$ cat src/rtl/rf_wb_scheduler_pkg.sv
// ============================================================================
// Module : rf_pkg
// Brief  : Shared types and constants for the register-file write-back scheduler.
// Rev    : 1.0 - initial release
// ============================================================================
`default_nettype none

package rf_pkg;

    localparam int REG_ADDR_W = 5;
    localparam int XLEN       = 32;
    localparam int NREG       = 32;
    localparam logic [REG_ADDR_W-1:0] ZERO_REG = 5'd0;

    typedef struct packed {
        logic                  valid;
        logic [REG_ADDR_W-1:0] rd;
        logic [XLEN-1:0]       data;
    } wb_req_t;

    typedef enum logic [1:0] {
        SEL_NONE = 2'd0,
        SEL_ALU  = 2'd1,
        SEL_LSU  = 2'd2
    } arb_sel_e;

endpackage

`default_nettype wire

$ cat src/rtl/rf_wb_scheduler_if.sv
// ============================================================================
// Module : rf_wb_if
// Brief  : Issue, execution-unit result and RF write-port bundle for the scheduler.
// Rev    : 1.0 - initial release
// ============================================================================
`default_nettype none

interface rf_wb_if #(
    parameter int XLEN = 32,
    parameter int NREG = 32
);
    logic            iss_valid;
    logic            iss_we;
    logic [4:0]      iss_rd;
    logic [4:0]      iss_rs1;
    logic [4:0]      iss_rs2;
    logic            iss_stall;

    logic            alu_valid;
    logic [4:0]      alu_rd;
    logic [XLEN-1:0] alu_data;
    logic            alu_ready;

    logic            lsu_valid;
    logic [4:0]      lsu_rd;
    logic [XLEN-1:0] lsu_data;
    logic            lsu_ready;

    logic            rf_we;
    logic [4:0]      rf_waddr;
    logic [XLEN-1:0] rf_wdata;
    logic            wb_done;
    logic [NREG-1:0] busy_map;
    logic            sb_err;

    modport master (
        output iss_valid, iss_we, iss_rd, iss_rs1, iss_rs2,
        output alu_valid, alu_rd, alu_data,
        output lsu_valid, lsu_rd, lsu_data,
        input  iss_stall, alu_ready, lsu_ready,
        input  rf_we, rf_waddr, rf_wdata, wb_done, busy_map, sb_err
    );

    modport slave (
        input  iss_valid, iss_we, iss_rd, iss_rs1, iss_rs2,
        input  alu_valid, alu_rd, alu_data,
        input  lsu_valid, lsu_rd, lsu_data,
        output iss_stall, alu_ready, lsu_ready,
        output rf_we, rf_waddr, rf_wdata, wb_done, busy_map, sb_err
    );
endinterface

`default_nettype wire

$ cat src/rtl/rf_wb_scheduler_arb.sv
// ============================================================================
// Module : rf_wb_arb
// Brief  : Two-way write-port arbiter (ALU/LSU), fixed LSU priority or round-robin.
// Rev    : 1.0 - initial release
// ============================================================================
`default_nettype none

module rf_wb_arb #(
    parameter int ARB_RR = 0
) (
    input  wire                logic clk,
    input  wire                logic rst,
    input  wire                logic i_alu_valid,
    input  wire                logic i_lsu_valid,
    output rf_pkg::arb_sel_e   o_sel,
    output logic               o_alu_ready,
    output logic               o_lsu_ready
);
    import rf_pkg::*;

    logic w_alu_req;
    logic w_lsu_req;
    logic w_contended;
    logic w_prefer_alu;
    logic r_ptr_alu;

    // Requests seen while in reset must never be granted.
    assign w_alu_req   = i_alu_valid & ~rst;
    assign w_lsu_req   = i_lsu_valid & ~rst;
    assign w_contended = w_alu_req & w_lsu_req;

    assign w_prefer_alu = (ARB_RR != 0) ? r_ptr_alu : 1'b0;

    always_ff @(posedge clk) begin
        if (rst) begin
            r_ptr_alu <= 1'b1;
        end else if (w_contended) begin
            r_ptr_alu <= ~r_ptr_alu;
        end
    end

    always_comb begin
        o_sel = SEL_NONE;
        if (w_contended) begin
            o_sel = w_prefer_alu ? SEL_ALU : SEL_LSU;
        end else if (w_alu_req) begin
            o_sel = SEL_ALU;
        end else if (w_lsu_req) begin
            o_sel = SEL_LSU;
        end
    end

    assign o_alu_ready = (o_sel == SEL_ALU);
    assign o_lsu_ready = (o_sel == SEL_LSU);

endmodule

`default_nettype wire

$ cat src/rtl/rf_wb_scheduler.sv
// ============================================================================
// Module : rf_wb_scheduler
// Brief  : RF write-back scheduler + RAW/WAW scoreboard with registered write port.
//          Optional macro RF_SB_STALL_CNT_EN adds a saturating stall counter.
// Rev    : 1.0 - initial release
// ============================================================================
`default_nettype none

module rf_wb_scheduler #(
    parameter int NREG   = 32,
    parameter int XLEN   = 32,
    parameter int ARB_RR = 0
) (
    input  wire logic   clk,
    input  wire logic   rst,
`ifdef RF_SB_STALL_CNT_EN
    output logic [15:0] stall_cnt,
`endif
    rf_wb_if.slave      bus
);
    import rf_pkg::*;

    wb_req_t         w_alu_req;
    wb_req_t         w_lsu_req;
    wb_req_t         w_win;
    arb_sel_e        w_sel;
    logic            w_alu_ready;
    logic            w_lsu_ready;
    logic            w_grant;
    logic            w_stall;
    logic [NREG-1:0] w_set;
    logic [NREG-1:0] w_clr;
    logic [NREG-1:0] w_busy_nxt;

    logic [NREG-1:0] r_busy;
    logic            r_rf_we;
    logic [4:0]      r_rf_waddr;
    logic [XLEN-1:0] r_rf_wdata;
    logic            r_wb_done;
    logic            r_sb_err;

    assign w_alu_req = '{valid: bus.alu_valid, rd: bus.alu_rd, data: bus.alu_data};
    assign w_lsu_req = '{valid: bus.lsu_valid, rd: bus.lsu_rd, data: bus.lsu_data};

    rf_wb_arb #(
        .ARB_RR (ARB_RR)
    ) u_arb (
        .clk         (clk),
        .rst         (rst),
        .i_alu_valid (w_alu_req.valid),
        .i_lsu_valid (w_lsu_req.valid),
        .o_sel       (w_sel),
        .o_alu_ready (w_alu_ready),
        .o_lsu_ready (w_lsu_ready)
    );

    always_comb begin
        w_win = '0;
        case (w_sel)
            SEL_ALU: w_win = w_alu_req;
            SEL_LSU: w_win = w_lsu_req;
            default: w_win = '0;
        endcase
    end

    assign w_grant = (w_sel != SEL_NONE);

    assign w_stall = bus.iss_valid &
                     (r_busy[bus.iss_rs1] | r_busy[bus.iss_rs2] |
                      (bus.iss_we & r_busy[bus.iss_rd]));

    // Clear tracks the registered commit so the scoreboard and RF update together.
    always_comb begin
        w_set = '0;
        w_clr = '0;
        if (bus.iss_valid && !w_stall && bus.iss_we && (bus.iss_rd != ZERO_REG)) begin
            w_set[bus.iss_rd] = 1'b1;
        end
        if (r_rf_we) begin
            w_clr[r_rf_waddr] = 1'b1;
        end
        w_busy_nxt    = (r_busy & ~w_clr) | w_set;
        w_busy_nxt[0] = 1'b0;
    end

    always_ff @(posedge clk) begin
        if (rst) begin
            r_busy     <= '0;
            r_rf_we    <= 1'b0;
            r_rf_waddr <= '0;
            r_rf_wdata <= '0;
            r_wb_done  <= 1'b0;
            r_sb_err   <= 1'b0;
        end else begin
            r_busy    <= w_busy_nxt;
            r_rf_we   <= w_grant && (w_win.rd != ZERO_REG);
            r_wb_done <= w_grant;
            if (w_grant) begin
                r_rf_waddr <= w_win.rd;
                r_rf_wdata <= w_win.data;
            end
            if (r_rf_we && !r_busy[r_rf_waddr]) begin
                r_sb_err <= 1'b1;
            end
        end
    end

`ifdef RF_SB_STALL_CNT_EN
    logic [15:0] r_stall_cnt;

    always_ff @(posedge clk) begin
        if (rst) begin
            r_stall_cnt <= '0;
        end else if (w_stall && (r_stall_cnt != 16'hFFFF)) begin
            r_stall_cnt <= r_stall_cnt + 16'd1;
        end
    end

    assign stall_cnt = r_stall_cnt;
`endif

    assign bus.iss_stall = w_stall;
    assign bus.alu_ready = w_alu_ready;
    assign bus.lsu_ready = w_lsu_ready;
    assign bus.rf_we     = r_rf_we;
    assign bus.rf_waddr  = r_rf_waddr;
    assign bus.rf_wdata  = r_rf_wdata;
    assign bus.wb_done   = r_wb_done;
    assign bus.busy_map  = r_busy;
    assign bus.sb_err    = r_sb_err;

endmodule

`default_nettype wire

$ cat src/flat_wrapper.sv
// flat-port wrapper written by rule: the top's interface ports become plain ports
module rf_wb_scheduler_flat import rf_pkg::*;
#(
    parameter int NREG   = 32,
    parameter int XLEN   = 32,
    parameter int ARB_RR = 0
)
  (clk, rst, bus_iss_valid, bus_iss_we, bus_iss_rd, bus_iss_rs1, bus_iss_rs2, bus_alu_valid, bus_alu_rd, bus_alu_data, bus_lsu_valid, bus_lsu_rd, bus_lsu_data, bus_iss_stall, bus_alu_ready, bus_lsu_ready, bus_rf_we, bus_rf_waddr, bus_rf_wdata, bus_wb_done, bus_busy_map, bus_sb_err);
  rf_wb_if #(.XLEN(XLEN), .NREG(NREG)) bus_i ();
  input  wire logic clk;
  input  wire logic rst;
  input wire logic [$bits(bus_i.iss_valid)-1:0] bus_iss_valid;
  input wire logic [$bits(bus_i.iss_we)-1:0] bus_iss_we;
  input wire logic [$bits(bus_i.iss_rd)-1:0] bus_iss_rd;
  input wire logic [$bits(bus_i.iss_rs1)-1:0] bus_iss_rs1;
  input wire logic [$bits(bus_i.iss_rs2)-1:0] bus_iss_rs2;
  input wire logic [$bits(bus_i.alu_valid)-1:0] bus_alu_valid;
  input wire logic [$bits(bus_i.alu_rd)-1:0] bus_alu_rd;
  input wire logic [$bits(bus_i.alu_data)-1:0] bus_alu_data;
  input wire logic [$bits(bus_i.lsu_valid)-1:0] bus_lsu_valid;
  input wire logic [$bits(bus_i.lsu_rd)-1:0] bus_lsu_rd;
  input wire logic [$bits(bus_i.lsu_data)-1:0] bus_lsu_data;
  output wire logic [$bits(bus_i.iss_stall)-1:0] bus_iss_stall;
  output wire logic [$bits(bus_i.alu_ready)-1:0] bus_alu_ready;
  output wire logic [$bits(bus_i.lsu_ready)-1:0] bus_lsu_ready;
  output wire logic [$bits(bus_i.rf_we)-1:0] bus_rf_we;
  output wire logic [$bits(bus_i.rf_waddr)-1:0] bus_rf_waddr;
  output wire logic [$bits(bus_i.rf_wdata)-1:0] bus_rf_wdata;
  output wire logic [$bits(bus_i.wb_done)-1:0] bus_wb_done;
  output wire logic [$bits(bus_i.busy_map)-1:0] bus_busy_map;
  output wire logic [$bits(bus_i.sb_err)-1:0] bus_sb_err;
  assign bus_i.iss_valid = bus_iss_valid;
  assign bus_i.iss_we = bus_iss_we;
  assign bus_i.iss_rd = bus_iss_rd;
  assign bus_i.iss_rs1 = bus_iss_rs1;
  assign bus_i.iss_rs2 = bus_iss_rs2;
  assign bus_i.alu_valid = bus_alu_valid;
  assign bus_i.alu_rd = bus_alu_rd;
  assign bus_i.alu_data = bus_alu_data;
  assign bus_i.lsu_valid = bus_lsu_valid;
  assign bus_i.lsu_rd = bus_lsu_rd;
  assign bus_i.lsu_data = bus_lsu_data;
  assign bus_iss_stall = bus_i.iss_stall;
  assign bus_alu_ready = bus_i.alu_ready;
  assign bus_lsu_ready = bus_i.lsu_ready;
  assign bus_rf_we = bus_i.rf_we;
  assign bus_rf_waddr = bus_i.rf_waddr;
  assign bus_rf_wdata = bus_i.rf_wdata;
  assign bus_wb_done = bus_i.wb_done;
  assign bus_busy_map = bus_i.busy_map;
  assign bus_sb_err = bus_i.sb_err;
  rf_wb_scheduler #(.NREG(NREG), .XLEN(XLEN), .ARB_RR(ARB_RR)) u_core (.clk(clk), .rst(rst), .bus(bus_i));
endmodule
$ cat config.mk
export PLATFORM = sky130hd
export DESIGN_NAME = rf_wb_scheduler_flat
export DESIGN_NICKNAME = d
export VERILOG_FILES = /design/src/rtl/rf_wb_scheduler_pkg.sv /design/src/rtl/rf_wb_scheduler_if.sv /design/src/rtl/rf_wb_scheduler_arb.sv /design/src/rtl/rf_wb_scheduler.sv /design/src/flat_wrapper.sv
export SDC_FILE = /design/constraint.sdc
export NUM_CORES = 1
export LEC_CHECK = 0
export CAP_MARGIN = 30
export CORE_MARGIN = 4
export CORE_UTILIZATION = 56
export DETAILED_ROUTE_END_ITERATION = 10
export DONT_BUFFER_PORTS = 1
export PLACE_DENSITY = 0.74
export REMOVE_ABC_BUFFERS = 1
export SLEW_MARGIN = 10
export SYNTH_ARGS = -nofsm -noshare
export SYNTH_HDL_FRONTEND = slang
export SYNTH_SLANG_ARGS = --single-unit
$ cat constraint.sdc
create_clock -name clk -period 3.4 [get_ports clk]
set_input_delay 0.68 -clock clk [delete_from_list [all_inputs] [get_ports clk]]
set_output_delay 0.68 -clock clk [all_outputs]
set_load 0.03 [all_outputs]
Yosys cells after proc, flatten, opt, wreduce, memory -nomap -nowiden
Cells that the tools add are included.
{"block": "word_totals", "out_inout_bits": 75, "wordCells": 56, "reg_bits": 72, "in_bits": 95}
{"block": "op_classes", "n_reduce_logical": 12, "bitwise": 11, "mux": 18, "n_eq_ne": 2, "order_cmp": 6}
{"op": "37-bit case mux with 2 select lines", "n": 1}
{"op": "32-bit two-way mux", "n": 2}
{"op": "32-bit bitwise AND", "n": 1}
{"op": "32-bit NOT", "n": 1}
{"op": "32-bit OR", "n": 1}
{"op": "5-bit by 6-bit less-than comparator with 1-bit output (second input constant)", "n": 4}
{"op": "1-bit binary-select mux with 5-bit select", "n": 4}
{"op": "1-bit demux with 5-bit select", "n": 2}
{"op": "5-bit by 1-bit >= comparator with 1-bit output (second input constant)", "n": 2}
{"op": "5-bit nonzero test", "n": 2}
{"op": "1-bit logical AND", "n": 7}
{"op": "1-bit two-way mux", "n": 6}
{"op": "2-bit two-way mux", "n": 3}
{"op": "1-bit bitwise AND", "n": 5}
{"op": "2-bit by 1-bit == test with 1-bit output (second input constant)", "n": 1}
{"op": "2-bit == test (second input constant)", "n": 1}
{"op": "1-bit zero test", "n": 2}
{"op": "1-bit OR", "n": 2}
{"op": "2-bit nonzero test", "n": 1}
{"op": "1-bit NOT", "n": 1}

Longest topological paths before layout
{"block": "logic_depth", "word_depth": 11, "ltp_mapped": 8, "ltp_nobuf": 5}

By module
From an unflattened synthesis, not the netlist that was laid out.
{"block": "unflattened", "cells_unflattened": 465, "area_unflattened_um2": 4346.7}
{"module": "rf_wb_scheduler", "area_per_inst_um2": 4312.9, "n_inst": 1, "cells_per_inst": 461, "seq_area_each_um2": 1421.4}
{"module": "rf_wb_arb", "area_per_inst_um2": 33.8, "n_inst": 1, "cells_per_inst": 4, "seq_area_each_um2": 0.0}

Worst setup path before layout
OpenSTA, ideal clock, no wires.
{"block": "synth_timing", "kind": "in2out", "start": "input port bus_iss_rs1[2]", "end": "output port bus_iss_stall", "t_arrival_ns": 3.018, "path_stages": 7, "slack_ns": -0.298, "t_required_ns": 2.720, "path_cell_list": "clkbuf_1 -> mux4_2 -> a2bb2oi_1 -> a221o_1 -> a2111o_1 -> buf_6 -> o31a_1"}
{"block": "synth_via", "elab_chain_cells": 5}
{"item": "start, declared", "line_no": "flat_wrapper.sv:15", "rtl": "input wire logic [$bits(bus_i.iss_rs1)-1:0] bus_iss_rs1;"}
{"item": "1-bit binary-select mux with 5-bit select", "line_no": "rf_wb_scheduler.sv:69", "rtl": "(r_busy[bus.iss_rs1] | r_busy[bus.iss_rs2] |"}
{"item": "1-bit two-way mux (not written as such)", "line_no": "rf_wb_scheduler.sv:69"}
{"item": "1-bit OR (2 in series)", "line_no": "rf_wb_scheduler.sv:69"}
{"item": "1-bit bitwise AND", "line_no": "rf_wb_scheduler.sv:68", "rtl": "assign w_stall = bus.iss_valid &"}
{"item": "end, declared", "line_no": "flat_wrapper.sv:23", "rtl": "output wire logic [$bits(bus_i.iss_stall)-1:0] bus_iss_stall;"}
No other way between the ends. The select of a mux whose other input is x is not followed.

Final worst setup path
{"block": "layout_timing", "start": "input port bus_iss_rs1[0]", "end": "output port bus_iss_stall"}
The elaborated chain is that of the path after synthesis.

==> results.py <==
metrics = {
    "yosys": {
        "synth.distinct_cells": 51,
        "synth_compound_area_frac": 0.170,
        "yosysWarnings": 0,
        "synth.area.mux_share": 0.254,
        "yosysSeqAreaShare": 0.319,
        "syn_avg_cell_area_um2": 8.75,
        "synth_ff_type": "dfxtp_1",
        "synth_top_family_by_area": "multiplexers",
        "synthAdderAreaFrac": 0,
        "syn_area_mm2": 0.00446,
        "synth_edf_count": 0,
        "synth_xor_area_frac": 0,
        "syn-instance-count": 509,
        "synth_async_sr_flop_share": 0,
        "synth_simple_gate_area_share": 0.204,
        "synth-seq-cells": 71,
    },
    "clock_tree": {
        "cts_root_buf": "clkbuf_8",
        "clock_latency_ns": 0.34,
        "clkTransAtPathRegs_ns": 0.08,
        "cts_buffers": 9,
        "clockBufferDepth": 2,
        "htreeDepth": 3,
        "post_cts_buffers": 0,
        "cts_tree": "built",
        "cts.sink_count": 71,
    },
    "global_routing": {
        "antenna_found_initial": 0,
        "grt.total_usage": 0.281,
        "grt_max_degree": 78,
        "grt_pass1_wl_um": 21300,
        "grt_pass1_vias": 3974,
        "gr-total-overflow": 0,
    },
    "floorplan": {
        "die_w_um": 97.2,
        "die_area_mm2": 0.00945,
        "core-area_mm2": 0.00773,
        "start_util": 0.577,
        "dieHeight_um": 97.2,
        "io_pins": 170,
        "num_rows": 32,
    },
    "detailed_routing": {
        "vias": 3995,
        "drtIter0Drc": 360,
        "ant_nets": 0,
        "viasPerCell": 6.61,
        "met2WireLength_um": 6410,
        "wl_met1_um": 4990,
        "remaining_drc_errors": 0,
        "firstDrtPassIters": 6,
        "highest_layer": "met4",
        "wl_um": 13600,
        "wl_met3_um": 1880,
        "wl_per_cell_um": 22.6,
    },
    "final_layout": {
        "final_cell_mix": "nor2_1, dfxtp_1, mux2i_1, a21oi_1, nand2_1",
        "drive_gt1_frac": 0.135,
        "num-nets-final": 592,
        "regArea_mm2": 0.00142,
        "final_common_cell": "nor2_1",
        "fill_cells": 656,
        "area_growth_pct": 7.39,
        "design_area_mm2": 0.00478,
        "diodes": 0,
        "multi_input_area_mm2": 0.00280,
    },
    "timing": {
        "min_period_ns": 3.31,
        "fin_crit_sh": 0.974,
        "maxSlewHeadroom": 0.477,
        "fin_skew_ns": 0.00878,
        "setup_ws_ns": 0.0896,
        "fmax_mhz": 302,
        "setup_viol": 0,
        "rsz0062_at_grt": "no",
        "slew_viol_final": 0,
        "finalHoldViolations": 0,
        "tightestPinTransition_ns": 0.784,
    },
    "pwr": {
        "total_power_mw": 1.90,
        "peakVddDrop_mv": 0.314,
        "p_leak_nw": 1.83,
        "powerDensity_mw_per_mm2": 398,
    },
    "job": {
        "max_cap_viol_count": 0,
    },
    "placement": {
        "gp_congestion": 0.950,
        "place_hpwl_um": 10100,
        "dpl_worst_slack_ns": 0.0494,
        "placed_area_mm2": 0.00455,
        "io_buffers": 0,
    },
    "critical_path": {
        "crit_path_top_delay_cell": "mux4_1",
        "cp_max_fo": 9,
        "critPathKind": "primary input to output pin",
        "cp-start-kind": "primary input",
        "slowest_delay_ns": 0.51,
        "critPathCaptureType": "output pin",
        "required_ns": 2.72,
        "cp_cell_sequence": "mux4_1 > mux2_2 > a221o_1 > a2111o_1 > o31a_1",
        "arrival_ns": 2.63,
    },
    "outcome": {
        "run_status": "completed",
    },
    "worst_hold_path": {
        "min_path_type": "primary input to register",
    },
}
## cells in the mapped netlist, drive strengths merged (2+ instances only)
library cell / count / share of area
nor2b: 23 / 0.032
mux4: 21 / 0.11
a21oi: 39 / 0.044
o22ai: 2 / 0.0028
o221ai: 3 / 0.0059
or2: 3 / 0.0042
o41ai: 29 / 0.059
nand4: 2 / 0.0028
nand2: 29 / 0.024
nor3b: 7 / 0.012
mux2i: 59 / 0.13
dfxtp: 71 / 0.32
or4: 2 / 0.0034
o21ai: 23 / 0.026
nand3b: 18 / 0.030
a21boi: 2 / 0.0034
a22oi: 2 / 0.0034
nor2: 83 / 0.070
nor3: 2 / 0.0022
nand3: 6 / 0.0067
mux2: 5 / 0.013
buf: 8 / 0.014
nand2b: 4 / 0.0056
clkbuf: 40 / 0.034
inv: 6 / 0.0051
## critical path: cells and delay by family
kind           cells  cell delay (ns)
multiplexers       2             0.78
AO/OA/AOI/OAI      3             1.16
## final cells by class
type	count	area share
well taps	102	0.0267
flip-flops and latches	71	0.297
clock inverters	6	0.0194
multi-input cells	384	0.585
repair buffers	25	0.0408
inverters	6	0.00471
clock buffers	10	0.0267
## path summary, 6_finish.rpt
kind / to / slack [ns] / cells past startpoint / from
setup reg to reg: u_core.bus.busy_map[14]$_SDFF_PP0_ / 0.68 / 6 / u_core.bus.busy_map[27]$_SDFF_PP0_
hold / removal: u_core.bus.rf_wdata[7]$_SDFFE_PP0P_ / 0.40 / 1 / rst
hold reg to reg: u_core.bus.sb_err$_SDFFE_PP0P_ / 0.61 / 2 / u_core.bus.sb_err$_SDFFE_PP0P_
setup / recovery: bus_iss_stall / 0.09 / 5 / bus_iss_rs1[0]
## report_power, final
part	switching, mW	total, mW	internal, mW	leakage, nW
clock network	0.331	0.749	0.418	0.104
registers	0.0997	0.964	0.865	0.581
logic	0.0973	0.191	0.0934	1.15
total	0.528	1.90	1.38	1.83
## layer usage
layer | GRT usage | up-vias
met5 | 0 | -
met4 | 0.104 | 0
met3 | 0.103 | 28
met2 | 0.454 | 278
met1 | 0.343 | 1849
li1 | - | 1840
## timing repair
item / CTS / global route
hold buffers: 0 / 0
setup endpoints to repair: 0 / 1
gates resized for setup: 0 / 0
## logic make-up after synthesis
| family | Yosys count |
|---|---|
| multiplexers | 85 |
| other | 1 |
| AND/OR/NAND/NOR | 185 |
| flip-flops | 71 |
| AO/OA/AOI/OAI | 113 |
| buffers and inverters | 54 |
## flip-flops by register name (all words and copies together), names as in the netlist
signal and cells:
u_core.bus.sb_err 1, u_core.bus.rf_we 1, u_core.bus.busy_map 31, u_core.bus.wb_done 1, u_core.bus.rf_waddr 5, u_core.bus.rf_wdata 32
## stage by stage
step           std cells  utilization  hold slack [ns]  TNS (ns)
2_1_floorplan        461            -            0.564    -0.267
3_3_place_gp         587        0.589            0.586         0
3_5_place_dp         587        0.589            0.587         0
4_1_cts              603        0.617            0.385         0
5_1_grt              604        0.619            0.387         0
6_report             604        0.619            0.405         0
(Power assumes the default switching activity.)
